### src/rtl/fft_stage_ctrl_if.sv
// Handshake bundle between an FFT stage controller and its butterfly datapath.
// master = controller side (drives burst outputs), slave = datapath/observer side.
interface fft_stage_ctrl_if #(
    parameter int AW = 5
);
    logic          shift_valid;
    logic          bfly_valid;
    logic [AW-1:0] twd_addr;
    logic          frame_done;
    logic          busy;
    logic          ovf_err;

    modport master (
        input  shift_valid,
        output bfly_valid,
        output twd_addr,
        output frame_done,
        output busy,
        output ovf_err
    );

    modport slave (
        output shift_valid,
        input  bfly_valid,
        input  twd_addr,
        input  frame_done,
        input  busy,
        input  ovf_err
    );
endinterface

### src/rtl/fft_stage_ctrl.sv
// FFT stage burst controller: start-edge detect, delay, twiddle-address burst, done pulse.
// Define FFT_STAGE_CTRL_PEND_EN to queue one start arriving while a frame is in flight.
module fft_stage_ctrl #(
    parameter int PULSE_CYCLES = 32,
    parameter int DELAY_CYCLES = 2,
    parameter int AW           = $clog2(PULSE_CYCLES)
) (
    input  logic              clk,
    input  logic              rstn,
    fft_stage_ctrl_if.master  bus
);

    typedef enum logic [1:0] {
        IDLE = 2'd0,
        WAIT = 2'd1,
        RUN  = 2'd2,
        DONE = 2'd3
    } state_t;

    localparam logic [AW-1:0] ADDR_LAST = AW'(PULSE_CYCLES - 1);
    localparam logic [3:0]    DLY_LOAD  = (DELAY_CYCLES > 0) ? 4'(DELAY_CYCLES - 1) : 4'd0;

    state_t        state_reg, state_next;
    logic [3:0]    dly_reg, dly_next;
    logic [AW-1:0] addr_reg, addr_next;
    logic          ovf_reg, ovf_next;
    logic          prev_reg;
    logic          bfly_reg;
    logic          done_reg;
    logic          busy_reg;
    logic          start;
    logic          launch;
`ifdef FFT_STAGE_CTRL_PEND_EN
    logic          pend_reg, pend_next;
`endif

    // prev_reg resets high so a level already present at reset release is not an edge
    assign start = bus.shift_valid & ~prev_reg;

    always_comb begin
        state_next = state_reg;
        dly_next   = dly_reg;
        addr_next  = addr_reg;
        ovf_next   = ovf_reg;
        launch     = 1'b0;
`ifdef FFT_STAGE_CTRL_PEND_EN
        pend_next  = pend_reg;
`endif

        case (state_reg)
            IDLE: begin
                launch = start;
            end
            WAIT: begin
                if (dly_reg == 4'd0) begin
                    state_next = RUN;
                end else begin
                    dly_next = dly_reg - 4'd1;
                end
            end
            RUN: begin
                if (addr_reg == ADDR_LAST) begin
                    state_next = DONE;
                end else begin
                    addr_next = addr_reg + 1'b1;
                end
            end
            DONE: begin
                state_next = IDLE;
`ifdef FFT_STAGE_CTRL_PEND_EN
                // A start coinciding with DONE re-arms the slot the queued start just vacated
                launch    = pend_reg | start;
                pend_next = pend_reg & start;
`endif
            end
            default: begin
                state_next = IDLE;
            end
        endcase

        if (launch) begin
            if (DELAY_CYCLES > 0) begin
                state_next = WAIT;
                dly_next   = DLY_LOAD;
            end else begin
                state_next = RUN;
            end
        end

`ifdef FFT_STAGE_CTRL_PEND_EN
        if (start && (state_reg == WAIT || state_reg == RUN)) begin
            if (pend_reg) begin
                ovf_next = 1'b1;
            end else begin
                pend_next = 1'b1;
            end
        end
`else
        if (start && state_reg != IDLE) begin
            ovf_next = 1'b1;
        end
`endif

        if (state_next != RUN) begin
            addr_next = '0;
        end
    end

    // Outputs are registered from next-state so they line up with the state they describe
    always_ff @(posedge clk) begin
        if (!rstn) begin
            state_reg <= IDLE;
            dly_reg   <= 4'd0;
            addr_reg  <= '0;
            ovf_reg   <= 1'b0;
            prev_reg  <= 1'b1;
            bfly_reg  <= 1'b0;
            done_reg  <= 1'b0;
            busy_reg  <= 1'b0;
`ifdef FFT_STAGE_CTRL_PEND_EN
            pend_reg  <= 1'b0;
`endif
        end else begin
            state_reg <= state_next;
            dly_reg   <= dly_next;
            addr_reg  <= addr_next;
            ovf_reg   <= ovf_next;
            prev_reg  <= bus.shift_valid;
            bfly_reg  <= (state_next == RUN);
            done_reg  <= (state_next == DONE);
            busy_reg  <= (state_next != IDLE);
`ifdef FFT_STAGE_CTRL_PEND_EN
            pend_reg  <= pend_next;
`endif
        end
    end

    assign bus.bfly_valid = bfly_reg;
    assign bus.twd_addr   = addr_reg;
    assign bus.frame_done = done_reg;
    assign bus.busy       = busy_reg;
    assign bus.ovf_err    = ovf_reg;

endmodule

### src/flat_wrapper.sv
// flat-port wrapper written by rule: the top's interface ports become plain ports
module fft_stage_ctrl_flat 
#(
    parameter int PULSE_CYCLES = 32,
    parameter int DELAY_CYCLES = 2,
    parameter int AW           = $clog2(PULSE_CYCLES)
)
  (clk, rstn, bus_shift_valid, bus_bfly_valid, bus_twd_addr, bus_frame_done, bus_busy, bus_ovf_err);
  fft_stage_ctrl_if #(.AW(AW)) bus_i ();
  input  logic clk;
  input  logic rstn;
  input wire logic [$bits(bus_i.shift_valid)-1:0] bus_shift_valid;
  output wire logic [$bits(bus_i.bfly_valid)-1:0] bus_bfly_valid;
  output wire logic [$bits(bus_i.twd_addr)-1:0] bus_twd_addr;
  output wire logic [$bits(bus_i.frame_done)-1:0] bus_frame_done;
  output wire logic [$bits(bus_i.busy)-1:0] bus_busy;
  output wire logic [$bits(bus_i.ovf_err)-1:0] bus_ovf_err;
  assign bus_i.shift_valid = bus_shift_valid;
  assign bus_bfly_valid = bus_i.bfly_valid;
  assign bus_twd_addr = bus_i.twd_addr;
  assign bus_frame_done = bus_i.frame_done;
  assign bus_busy = bus_i.busy;
  assign bus_ovf_err = bus_i.ovf_err;
  fft_stage_ctrl #(.PULSE_CYCLES(PULSE_CYCLES), .DELAY_CYCLES(DELAY_CYCLES), .AW(AW)) u_core (.clk(clk), .rstn(rstn), .bus(bus_i));
endmodule
### config.mk
export PLATFORM = sky130hd
export DESIGN_NAME = fft_stage_ctrl_flat
export DESIGN_NICKNAME = d
export VERILOG_FILES = /design/src/rtl/fft_stage_ctrl_if.sv /design/src/rtl/fft_stage_ctrl.sv /design/src/flat_wrapper.sv
export SDC_FILE = /design/constraint.sdc
export NUM_CORES = 1
export LEC_CHECK = 0
export CORE_MARGIN = 2
export CORE_UTILIZATION = 35
export CTS_BUF_LIST = sky130_fd_sc_hd__clkbuf_8
export DETAILED_ROUTE_END_ITERATION = 6
export PLACE_DENSITY_LB_ADDON = 0.25
export SYNTH_ARGS = -nofsm -noshare
export SYNTH_HDL_FRONTEND = slang
export SYNTH_SLANG_ARGS = --single-unit
### constraint.sdc
create_clock -name clk -period 2.22 [get_ports clk]
set_input_delay 0.333 -clock clk [delete_from_list [all_inputs] [get_ports clk]]
set_output_delay 0.333 -clock clk [all_outputs]
set_load 0.005 [all_outputs]
== Word-level counts from Yosys, hierarchy flattened ==
Index checks and enable logic that the tools add are counted.
Storage, ports and cells
  bits in registers: 16
  input port bits: 3
  logic and storage cells: 43
Cells by class
  add/sub/neg operators: 2
  eq/ne operators: 8
  multiplexer cells: 8
  bitwise operators: 5
  reductions and logical operators: 11
Operators with widths (count)
  2-bit == test, second input constant: 4
  2-bit two-way mux: 3
  2-bit case mux with 3 select lines: 1
  2-bit AND reduction: 3
  2-bit nonzero test: 3
  5-bit by 1-bit adder with 5-bit output, second input constant: 1
  5-bit == test, second input constant: 1
  4-bit logical NOT: 1
  1-bit two-way mux: 4
  1-bit inverter: 4
  2-bit OR reduction: 2
  4-bit by 1-bit subtractor with 4-bit output, second input constant: 1
  2-bit by 1-bit == test with 1-bit output, second input constant: 1
  2-bit logical NOT: 1
  2-bit by 1-bit != test with 1-bit output, second input constant: 1
  2-bit != test, second input constant: 1
  1-bit AND: 1
  1-bit logical AND: 1

== Depth between registers and ports, before layout ==
Gate-level depths: netlist (run 1).
  depth after elaboration: 6
  depth in mapped cells: 6

== Least setup slack after synthesis (run 1) ==
No wires, ideal clock.
  path kind: reg-to-reg
  start: register u_core.addr_reg[0] (netlist: u_core.bus.twd_addr[0])
  end: register u_core.addr_reg[3] (netlist: u_core.bus.twd_addr[3])
  library setup time: 0.080 ns
  arrival time: 1.833 ns
  data required time: 2.140 ns
  setup slack: 0.307 ns
  stages on the path, launching flop included: 7
  path buffers: 0
  period minus slack after synthesis: 1.913 ns
  cells stage by stage: dfxtp_1 ha_1 and3_1 ha_1 or3b_1 or3_1 a211oi_2
Between the ends
  cells in the longest elaborated chain, start to end: 6
  elaborated cells between the ends (all ways): 9
  those cells by class: add/sub (1); eq/ne (2); mux (3); bitwise (1); reduce/logical (2)
RTL lines
  start: declaration: line fft_stage_ctrl.sv:25  | logic [AW-1:0] addr_reg, addr_next;
  start signal: assignment: line fft_stage_ctrl.sv:126  | addr_reg <= addr_next;
  5-bit == test: line fft_stage_ctrl.sv:62  | if (addr_reg == ADDR_LAST) begin
  2-bit two-way mux: line fft_stage_ctrl.sv:62
  2-bit case mux with 3 select lines: line fft_stage_ctrl.sv:50  | case (state_reg)
  2-bit two-way mux: line fft_stage_ctrl.sv:81  | if (launch) begin
  2-bit != test: line fft_stage_ctrl.sv:104  | if (state_next != RUN) begin
  2-bit OR reduction (no source line)
Parallel ways exist; a longest one is shown, timed or not.
A chain may end at the register's enable or synchronous reset.

== Final worst setup path (run 1) ==
Same ends and word-level chain as after synthesis.

==> flow_summary_export.csv, run 1 <==
group,metric,value,unit
run_status,run_status,"finished clean",
setup_path,cpMaxStageDelayCell,"or3b_1",
cells_and_area,antenna-diode-count,0,
clock_tree,tritoncts,"built",
timing,hold_violations,0,
placed_design,detailedPlace.worstSlack,240,ps
clock_tree,clk_root_buffer_cell,"clkbuf_8",
route,routed_wire_length,1410,um
clock_tree,cts.repair.resized,0,
global_route,grt_pass1_wl,2470,um
placed_design,placement.io_buffers,11,
clock_tree,worst_setup_hold_path_clk_slew,60,ps
global_route,grt_overflow,0,
floorplan,core_region_area,1940,um^2
clock_tree,cts_num_sinks,16,
timing,timing_max_transition_violations_final,0,
synthesis,synth.avg_cell_area,9.42,um^2
floorplan,io-pin-count,12,
timing,rsz0062_at_grt,"no",
synthesis,async_reset_ff_frac,0,
synthesis,yosysWarnings,0,
cells_and_area,most_common_cell_after_layout_fill_and_taps_aside,"dfxtp_1",
route,route.vias.total,606,
synthesis,yosys_register_bits,16,
timing,fin_worst_skew,2.37,ps
clock_tree,h-tree-depth,1,
setup_path,cp.buffers_inverters,0,
route,route.detailed.drc,0,
cells_and_area,filler_cell_count,203,
setup_path,criticalPathCategory,"register to register",
synthesis,postSynth.topFlopCell,"dfxtp_1",
cells_and_area,register_area,320,um^2
cells_and_area,multiInputGateArea,373,um^2
clock_tree,total_setup_buffers_inserted_after_cts,0,
clock_tree,ctsHoldBuffers,0,
global_route,grt_pass1_vias,576,
timing,clock.fmax,503,MHz
floorplan,dieHeight,49.2,um
power,power_leakage,0.338,nW
hold_path,hold_path.class,"register to register",
route,via_per_inst,5.18,
floorplan,die_area,2420,um^2
power,vdd_ir_drop_max,0.461,mV
route,drtAntennaViolNets,0,
timing,setup_slack_of_the_critical_path_after_layout,233,ps
timing,worst_pin_slew,542,ps
synthesis,post_synth_edffs,0,
setup_path,setup.reg_to_reg.worst_slack,230,ps
setup_path,critical_path.cell_chain,"ha_1, and3_1, ha_1, or3b_1, or3_1, a211oi_2",
timing,finalSetupViolations,0,
synthesis,mappedNetlistArea,716,um^2
cells_and_area,mostFrequentLayoutCells,"dfxtp_1, clkdlybuf4s50_1, a21oi_1",
route,first_pass_iteration_count_of_the_detailed_router,4,
timing,setup_tns,0,ps
floorplan,floorplan.rows,16,
cells_and_area,fraction_of_layout_cells_with_a_size_suffix_above_1,0.0667,
setup_path,worst_setup_path_end_kind,"register",
floorplan,fp.dieW,49.2,um
synthesis,post_syn_instances,76,
setup_path,start_kind,"register",
timing,layout_worst_path_cycle_share,0.895,
placed_design,gp_congestion,0.723,
job,max_cap_viol_count,0,
cells_and_area,area_growth_syn_to_layout,26.7,%
setup_path,arrival,2160,ps
cells_and_area,nets,97,
clock_tree,clk_latency,240,ps
clock_tree,cts_made_buffers,3,
setup_path,cp_slowest_stage_delay,370,ps
route,avgRoutedWirePerCell,12.0,um
global_route,grt_max_degree,11,
setup_path,crit_family,"simple AND/OR/NAND/NOR gates",
floorplan,start_util,0.369,
placed_design,post-dp-hpwl,1010,um
synthesis,synth.yosys.seq_area_share,0.448,
power,report.power.total,599,uW
global_route,total_routing_resource_utilization_after_global_routing,0.128,
clock_tree,clk_path_buf_depth,2,
timing,timing.slew.headroom,0.639,
synthesis,synth_cell_type_count,27,
setup_path,cp_max_fanout,5,
cells_and_area,largest_register_ffs,5,
timing,period_minus_slack,1990,ps
setup_path,cpMostUsedCell,"ha_1",
route,first_iter_violations,10,
setup_path,critical_path_required,2390,ps
global_route,antenna_found_initial,0,
power,power_density,661,nW/um^2
synthesis,synth_nets,82,
[kinds of logic after synthesis]
kind of cell	Yosys count	synth area share
mux	2	0.0280
fa+ha+maj	3	0.0525
flops	16	0.448
buf+inv	5	0.0315
xor+xnor	2	0.0245
compound gates	17	0.152
simple gates	31	0.264
[cells in the mapped netlist, types with 3 or more instances]
| cell | instances | share of area |
|---|---|---|
| a21oi_1 | 7 | 0.049 |
| dfxtp_1 | 16 | 0.45 |
| ha_1 | 3 | 0.052 |
| inv_1 | 4 | 0.021 |
| nand2_1 | 3 | 0.016 |
| nand2b_1 | 3 | 0.026 |
| nor2_1 | 5 | 0.026 |
| nor2b_1 | 3 | 0.026 |
| nor3_1 | 4 | 0.028 |
| or3b_1 | 3 | 0.037 |
[layer usage]
layer	share of wire	GRT usage
met1	0.47	0.166
met2	0.49	0.209
met3	0.022	0.0184
met4	0.0092	0.0571
met5	0	0
[final cells by class]
type,count,area share
Inverter,4,0.0166
Tap cell,27,0.0372
Sequential cell,16,0.353
Multi-Input combinational cell,55,0.411
Clock buffer,4,0.0607
Timing Repair Buffer,11,0.121
[report_power, final]
group	switching, mW	leakage, nW	internal (mW)
logic	0.0234	0.179	0.0206
clock network	0.0990	0.0288	0.157
registers	0.00596	0.130	0.293
total	0.128	0.338	0.471
[worst register-to-register path, delay by kind of cell, from the launching register on]
kind                       cells  cell delay (ps)
adders and majority gates      2              450
DFF                            1              340
AOI/OAI and AO/OA              1              200
and+or+nand+nor                3              920
[stage by stage]
step / util / cell area (um^2) / hold slack, ps / std cells
global route: 0.467 / 907 / 512 / 117
CTS: 0.467 / 907 / 481 / 117
finish: 0.467 / 907 / 478 / 117
global placement: 0.439 / 852 / 468 / 113
floorplan: - / 716 / 406 / 76
detailed placement: 0.439 / 852 / 460 / 113
[final timing paths]
| check | endpoint | cells after the start | start |
|---|---|---|---|
| worst max-delay path | u_core.bus.twd_addr[3] | 6 | u_core.bus.twd_addr[0] |
| worst min-delay path | u_core.bus.ovf_err | 1 | u_core.bus.ovf_err |
| worst min register to register | u_core.bus.ovf_err | 1 | u_core.bus.ovf_err |
| worst max register to register | u_core.bus.twd_addr[3] | 6 | u_core.bus.twd_addr[0] |
Note: power is estimated with default switching activity, not from simulation.
==> run 2, diff against run 1 <==
- CTS_BUF_LIST: sky130_fd_sc_hd__clkbuf_8 -> sky130_fd_sc_hd__clkbuf_4 sky130_fd_sc_hd__clkbuf_8 sky130_fd_sc_hd__clkbuf_16
- CTS_CLUSTER_DIAMETER: not set -> 40
==> flow_summary_export.csv, run 2 (synthesized netlist as in run 1, its figures left out) <==
group,metric,value,unit
floorplan,io-pin-count,12,
floorplan,fp.dieW,49.2,um
timing,rsz0062_at_grt,"no",
route,routed_wire_length,1420,um
clock_tree,cts.repair.resized,0,
timing,hold_violations,0,
global_route,total_routing_resource_utilization_after_global_routing,0.133,
clock_tree,ctsHoldBuffers,0,
cells_and_area,area_growth_syn_to_layout,24.1,%
cells_and_area,final_cells,117,
cells_and_area,most_common_cell_after_layout_fill_and_taps_aside,"dfxtp_1",
setup_path,worstRegToRegCells,6,
setup_path,criticalPathCategory,"register to register",
setup_path,critical_path_required,2430,ps
setup_path,arrival,2210,ps
cells_and_area,mostFrequentLayoutCells,"dfxtp_1, clkdlybuf4s50_1, a21oi_1",
setup_path,endpoint,"u_core.bus.twd_addr[3]",
setup_path,setup.reg_to_reg.worst_slack,220,ps
setup_path,worst_setup_path_end_kind,"register",
setup_path,crit-reg2reg-launch,"u_core.bus.twd_addr[0]",
cells_and_area,fraction_of_layout_cells_with_a_size_suffix_above_1,0.0667,
clock_tree,tritoncts,"built",
setup_path,cp.buffers_inverters,0,
timing,fin_hold_ws,485,ps
floorplan,start_util,0.369,
setup_path,worstSetupStartpoint,"u_core.bus.twd_addr[0]",
floorplan,die_area,2420,um^2
timing,worst_pin_slew,545,ps
placed_design,placement.io_buffers,11,
power,report.power.total,534,uW
floorplan,core_region_area,1940,um^2
setup_path,cp_slowest_stage_delay,370,ps
cells_and_area,antenna-diode-count,0,
clock_tree,total_setup_buffers_inserted_after_cts,0,
power,power_density,601,nW/um^2
setup_path,start_kind,"register",
power,vdd_ir_drop_max,0.287,mV
floorplan,floorplan.rows,16,
timing,setup_tns,0,ps
global_route,grt_max_degree,11,
timing,layout_worst_path_cycle_share,0.901,
route,drtAntennaViolNets,0,
timing,clock.fmax,500,MHz
floorplan,dieHeight,49.2,um
setup_path,cpMaxStageDelayCell,"or3b_1",
power,power_leakage,0.330,nW
route,route.vias.total,591,
clock_tree,h-tree-depth,1,
timing,fin_worst_skew,1.82,ps
setup_path,critical_path.cell_chain,"ha_1, and3_1, ha_1, or3b_1, or3_1, a211oi_2",
timing,timing.slew.headroom,0.637,
route,first_pass_iteration_count_of_the_detailed_router,4,
cells_and_area,nets,97,
run_status,run_status,"finished clean",
clock_tree,worst_setup_hold_path_clk_slew,90,ps
placed_design,gp_congestion,0.723,
clock_tree,clk_path_buf_depth,2,
setup_path,cp_num_cells,6,
setup_path,crit-reg2reg-capture,"u_core.bus.twd_addr[3]",
placed_design,place_inst,113,
global_route,grt_pass1_vias,574,
job,max_cap_viol_count,0,
setup_path,cp_max_fanout,5,
route,route.detailed.drc,0,
route,first_iter_violations,6,
clock_tree,clk_root_buffer_cell,"clkbuf_4",
timing,period_minus_slack,2000,ps
cells_and_area,largest_register_ffs,5,
route,via_per_inst,5.05,
clock_tree,clk_latency,280,ps
clock_tree,cts_made_buffers,3,
timing,timing_max_transition_violations_final,0,
route,avgRoutedWirePerCell,12.1,um
clock_tree,cts_num_sinks,16,
global_route,grt_pass1_wl,2500,um
setup_path,cpMostUsedCell,"ha_1",
placed_design,post-dp-hpwl,1010,um
global_route,antenna_found_initial,0,
hold_path,hold_path.class,"register to register",
setup_path,crit_family,"simple AND/OR/NAND/NOR gates",
timing,finalSetupViolations,0,
global_route,grt_overflow,0,
run 2: cell counts in the layout (fill, tap and decap cells not counted):
No cell type changed its count.
run 2: metal layers:
metal | wire length [um] | global-route usage | vias to the layer above
met5 | 0 | 0 | -
met2 | 707 | 0.214 | 9
met4 | 14 | 0.0714 | 0
met1 | 666 | 0.172 | 279
li1 | - | - | 301
met3 | 27 | 0.0184 | 2
run 2: power by group:
group	internal [mW]	switching (mW)	total (mW)
Combinational	0.0206	0.0233	0.0439
Sequential	0.293	0.00590	0.299
Clock	0.0997	0.0916	0.191
Total	0.413	0.121	0.534
run 2: final cells by class:
class,instances,area [um^2]
Sequential cell,16,320
Timing Repair Buffer,11,110
Clock buffer,4,36.3
Inverter,4,15.0
Multi-Input combinational cell,55,373
Tap cell,27,33.8
Fill cell,205,1050
run 2: metrics by stage:
step	setup slack, ps	instance area, um^2	util
finish	219	888	0.457
global route	136	888	0.457
CTS	217	888	0.457
detailed placement	240	852	0.439
global placement	285	852	0.439
floorplan	307	716	-
run 2: how the worst min path moves through the flow:
| stage | start | end | slack, ps | cells past startpoint |
|---|---|---|---|---|
| floorplan | rstn | u_core.prev_reg | 410 | 1 |
| global placement | u_core.bus.ovf_err | u_core.bus.ovf_err | 470 | 1 |
| detailed placement | u_core.bus.ovf_err | u_core.bus.ovf_err | 460 | 1 |
| CTS | u_core.bus.ovf_err | u_core.bus.ovf_err | 490 | 1 |
| global route | u_core.bus.ovf_err | u_core.bus.ovf_err | 520 | 1 |
| finish | u_core.bus.ovf_err | u_core.bus.ovf_err | 490 | 1 |
==> run 3, diff against run 2 <==
- clock period: 2.22 -> 2.4 ns (I/O delays scaled with it)
==> flow_summary_export.csv, run 3 (synthesized netlist as in run 1, its figures left out) <==
group,metric,value,unit
run_status,run_status,"finished clean",
power,power_leakage,0.323,nW
setup_path,critical_path_required,2600,ps
clock_tree,tritoncts,"built",
floorplan,io-pin-count,12,
route,first_pass_iteration_count_of_the_detailed_router,4,
setup_path,worst_setup_path_end_kind,"register",
clock_tree,cts_made_buffers,3,
clock_tree,total_setup_buffers_inserted_after_cts,0,
timing,hold_violations,0,
cells_and_area,mostFrequentLayoutCells,"dfxtp_1, clkdlybuf4s50_1, a21oi_1",
global_route,grt_pass1_wl,2340,um
clock_tree,clk_path_buf_depth,2,
timing,clock.fmax,502,MHz
timing,fin_worst_skew,4.78,ps
timing,timing.slew.headroom,0.647,
floorplan,dieHeight,49.2,um
global_route,total_routing_resource_utilization_after_global_routing,0.123,
cells_and_area,area_growth_syn_to_layout,22.2,%
hold_path,whs_path_depth,1,
clock_tree,worst_setup_hold_path_clk_slew,90,ps
route,first_iter_violations,4,
setup_path,worstRegToRegCells,6,
timing,period_minus_slack,1990,ps
timing,finalSetupViolations,0,
timing,setup_tns,0,ps
floorplan,floorplan.rows,16,
clock_tree,ctsHoldBuffers,0,
setup_path,arrival,2200,ps
floorplan,die_area,2420,um^2
route,avgRoutedWirePerCell,11.5,um
cells_and_area,nets,97,
floorplan,fp.dieW,49.2,um
clock_tree,clk_root_buffer_cell,"clkbuf_4",
power,power_density,518,nW/um^2
clock_tree,cts.repair.resized,0,
cells_and_area,filler_cell_count,200,
placed_design,post-dp-hpwl,988,um
timing,rsz0062_at_grt,"no",
global_route,grt_overflow,0,
power,report.power.total,453,uW
timing,timing_max_transition_violations_final,0,
global_route,antenna_found_initial,0,
timing,layout_worst_path_cycle_share,0.830,
floorplan,start_util,0.369,
cells_and_area,antenna-diode-count,0,
cells_and_area,most_common_cell_after_layout_fill_and_taps_aside,"dfxtp_1",
route,route.vias.total,587,
route,route.detailed.drc,0,
floorplan,core_region_area,1940,um^2
setup_path,setup.reg_to_reg.worst_slack,410,ps
hold_path,hold_path.class,"register to register",
clock_tree,cts_num_sinks,16,
cells_and_area,largest_register_ffs,5,
clock_tree,clk_latency,280,ps
setup_path,cp_max_fanout,5,
timing,worst_pin_slew,529,ps
placed_design,placement.io_buffers,11,
setup_path,criticalPathCategory,"register to register",
global_route,grt_pass1_vias,549,
global_route,grt_max_degree,11,
route,via_per_inst,5.06,
setup_path,start_kind,"register",
power,vdd_ir_drop_max,0.239,mV
cells_and_area,fraction_of_layout_cells_with_a_size_suffix_above_1,0.0562,
job,max_cap_viol_count,0,
route,routed_wire_length,1330,um
route,drtAntennaViolNets,0,
placed_design,gp_congestion,0.723,
clock_tree,h-tree-depth,1,
[run 3: cell count changes in the layout (fill, tap and decap cells not counted), sizes merged]
cell    delta
clkbuf     -1
[run 3: final timing paths]
path,from,to
worst max-delay path,u_core.bus.twd_addr[0],u_core.bus.twd_addr[3]
worst min-delay path,u_core.bus.ovf_err,u_core.bus.ovf_err
worst max register to register,u_core.bus.twd_addr[0],u_core.bus.twd_addr[3]
worst min register to register,u_core.bus.ovf_err,u_core.bus.ovf_err
[run 3: power by group]
group | internal (mW) | switching, mW | total [mW]
Combinational | 0.0190 | 0.0208 | 0.0398
Sequential | 0.271 | 0.00552 | 0.276
Clock | 0.0582 | 0.0786 | 0.137
Total | 0.348 | 0.105 | 0.453
[run 3: through the flow]
step,std cells,utilization,hold slack (ps),area [um^2],setup WS [ps]
3_5_place_dp,113,0.439,460,852,428
5_1_grt,116,0.450,523,875,320
2_1_floorplan,76,-,433,716,487
4_1_cts,116,0.450,485,875,398
3_3_place_gp,113,0.439,468,852,465
6_report,116,0.450,483,875,407
[run 3: area by class of cell]
type / instances / area (um^2) / area share
Sequential cell: 16 / 320 / 0.366
Clock buffer: 3 / 22.5 / 0.0258
Inverter: 4 / 15.0 / 0.0172
Multi-Input combinational cell: 55 / 373 / 0.426
Timing Repair Buffer: 11 / 110 / 0.126
Tap cell: 27 / 33.8 / 0.0386
[run 3: metal layers]
metal / global-route usage / part of all wire / wire, um
met1: 0.156 / 0.47 / 632
met2: 0.196 / 0.49 / 655
met3: 0.0184 / 0.021 / 28
met4: 0.0714 / 0.011 / 14
met5: 0 / 0 / 0
[run 3: worst max-delay path: stages (launching register included)]
cell and delay (ps):
dfxtp_1 350, ha_1 220, and3_1 180, ha_1 230, or3b_1 370, or3_1 360, a211oi_2 200
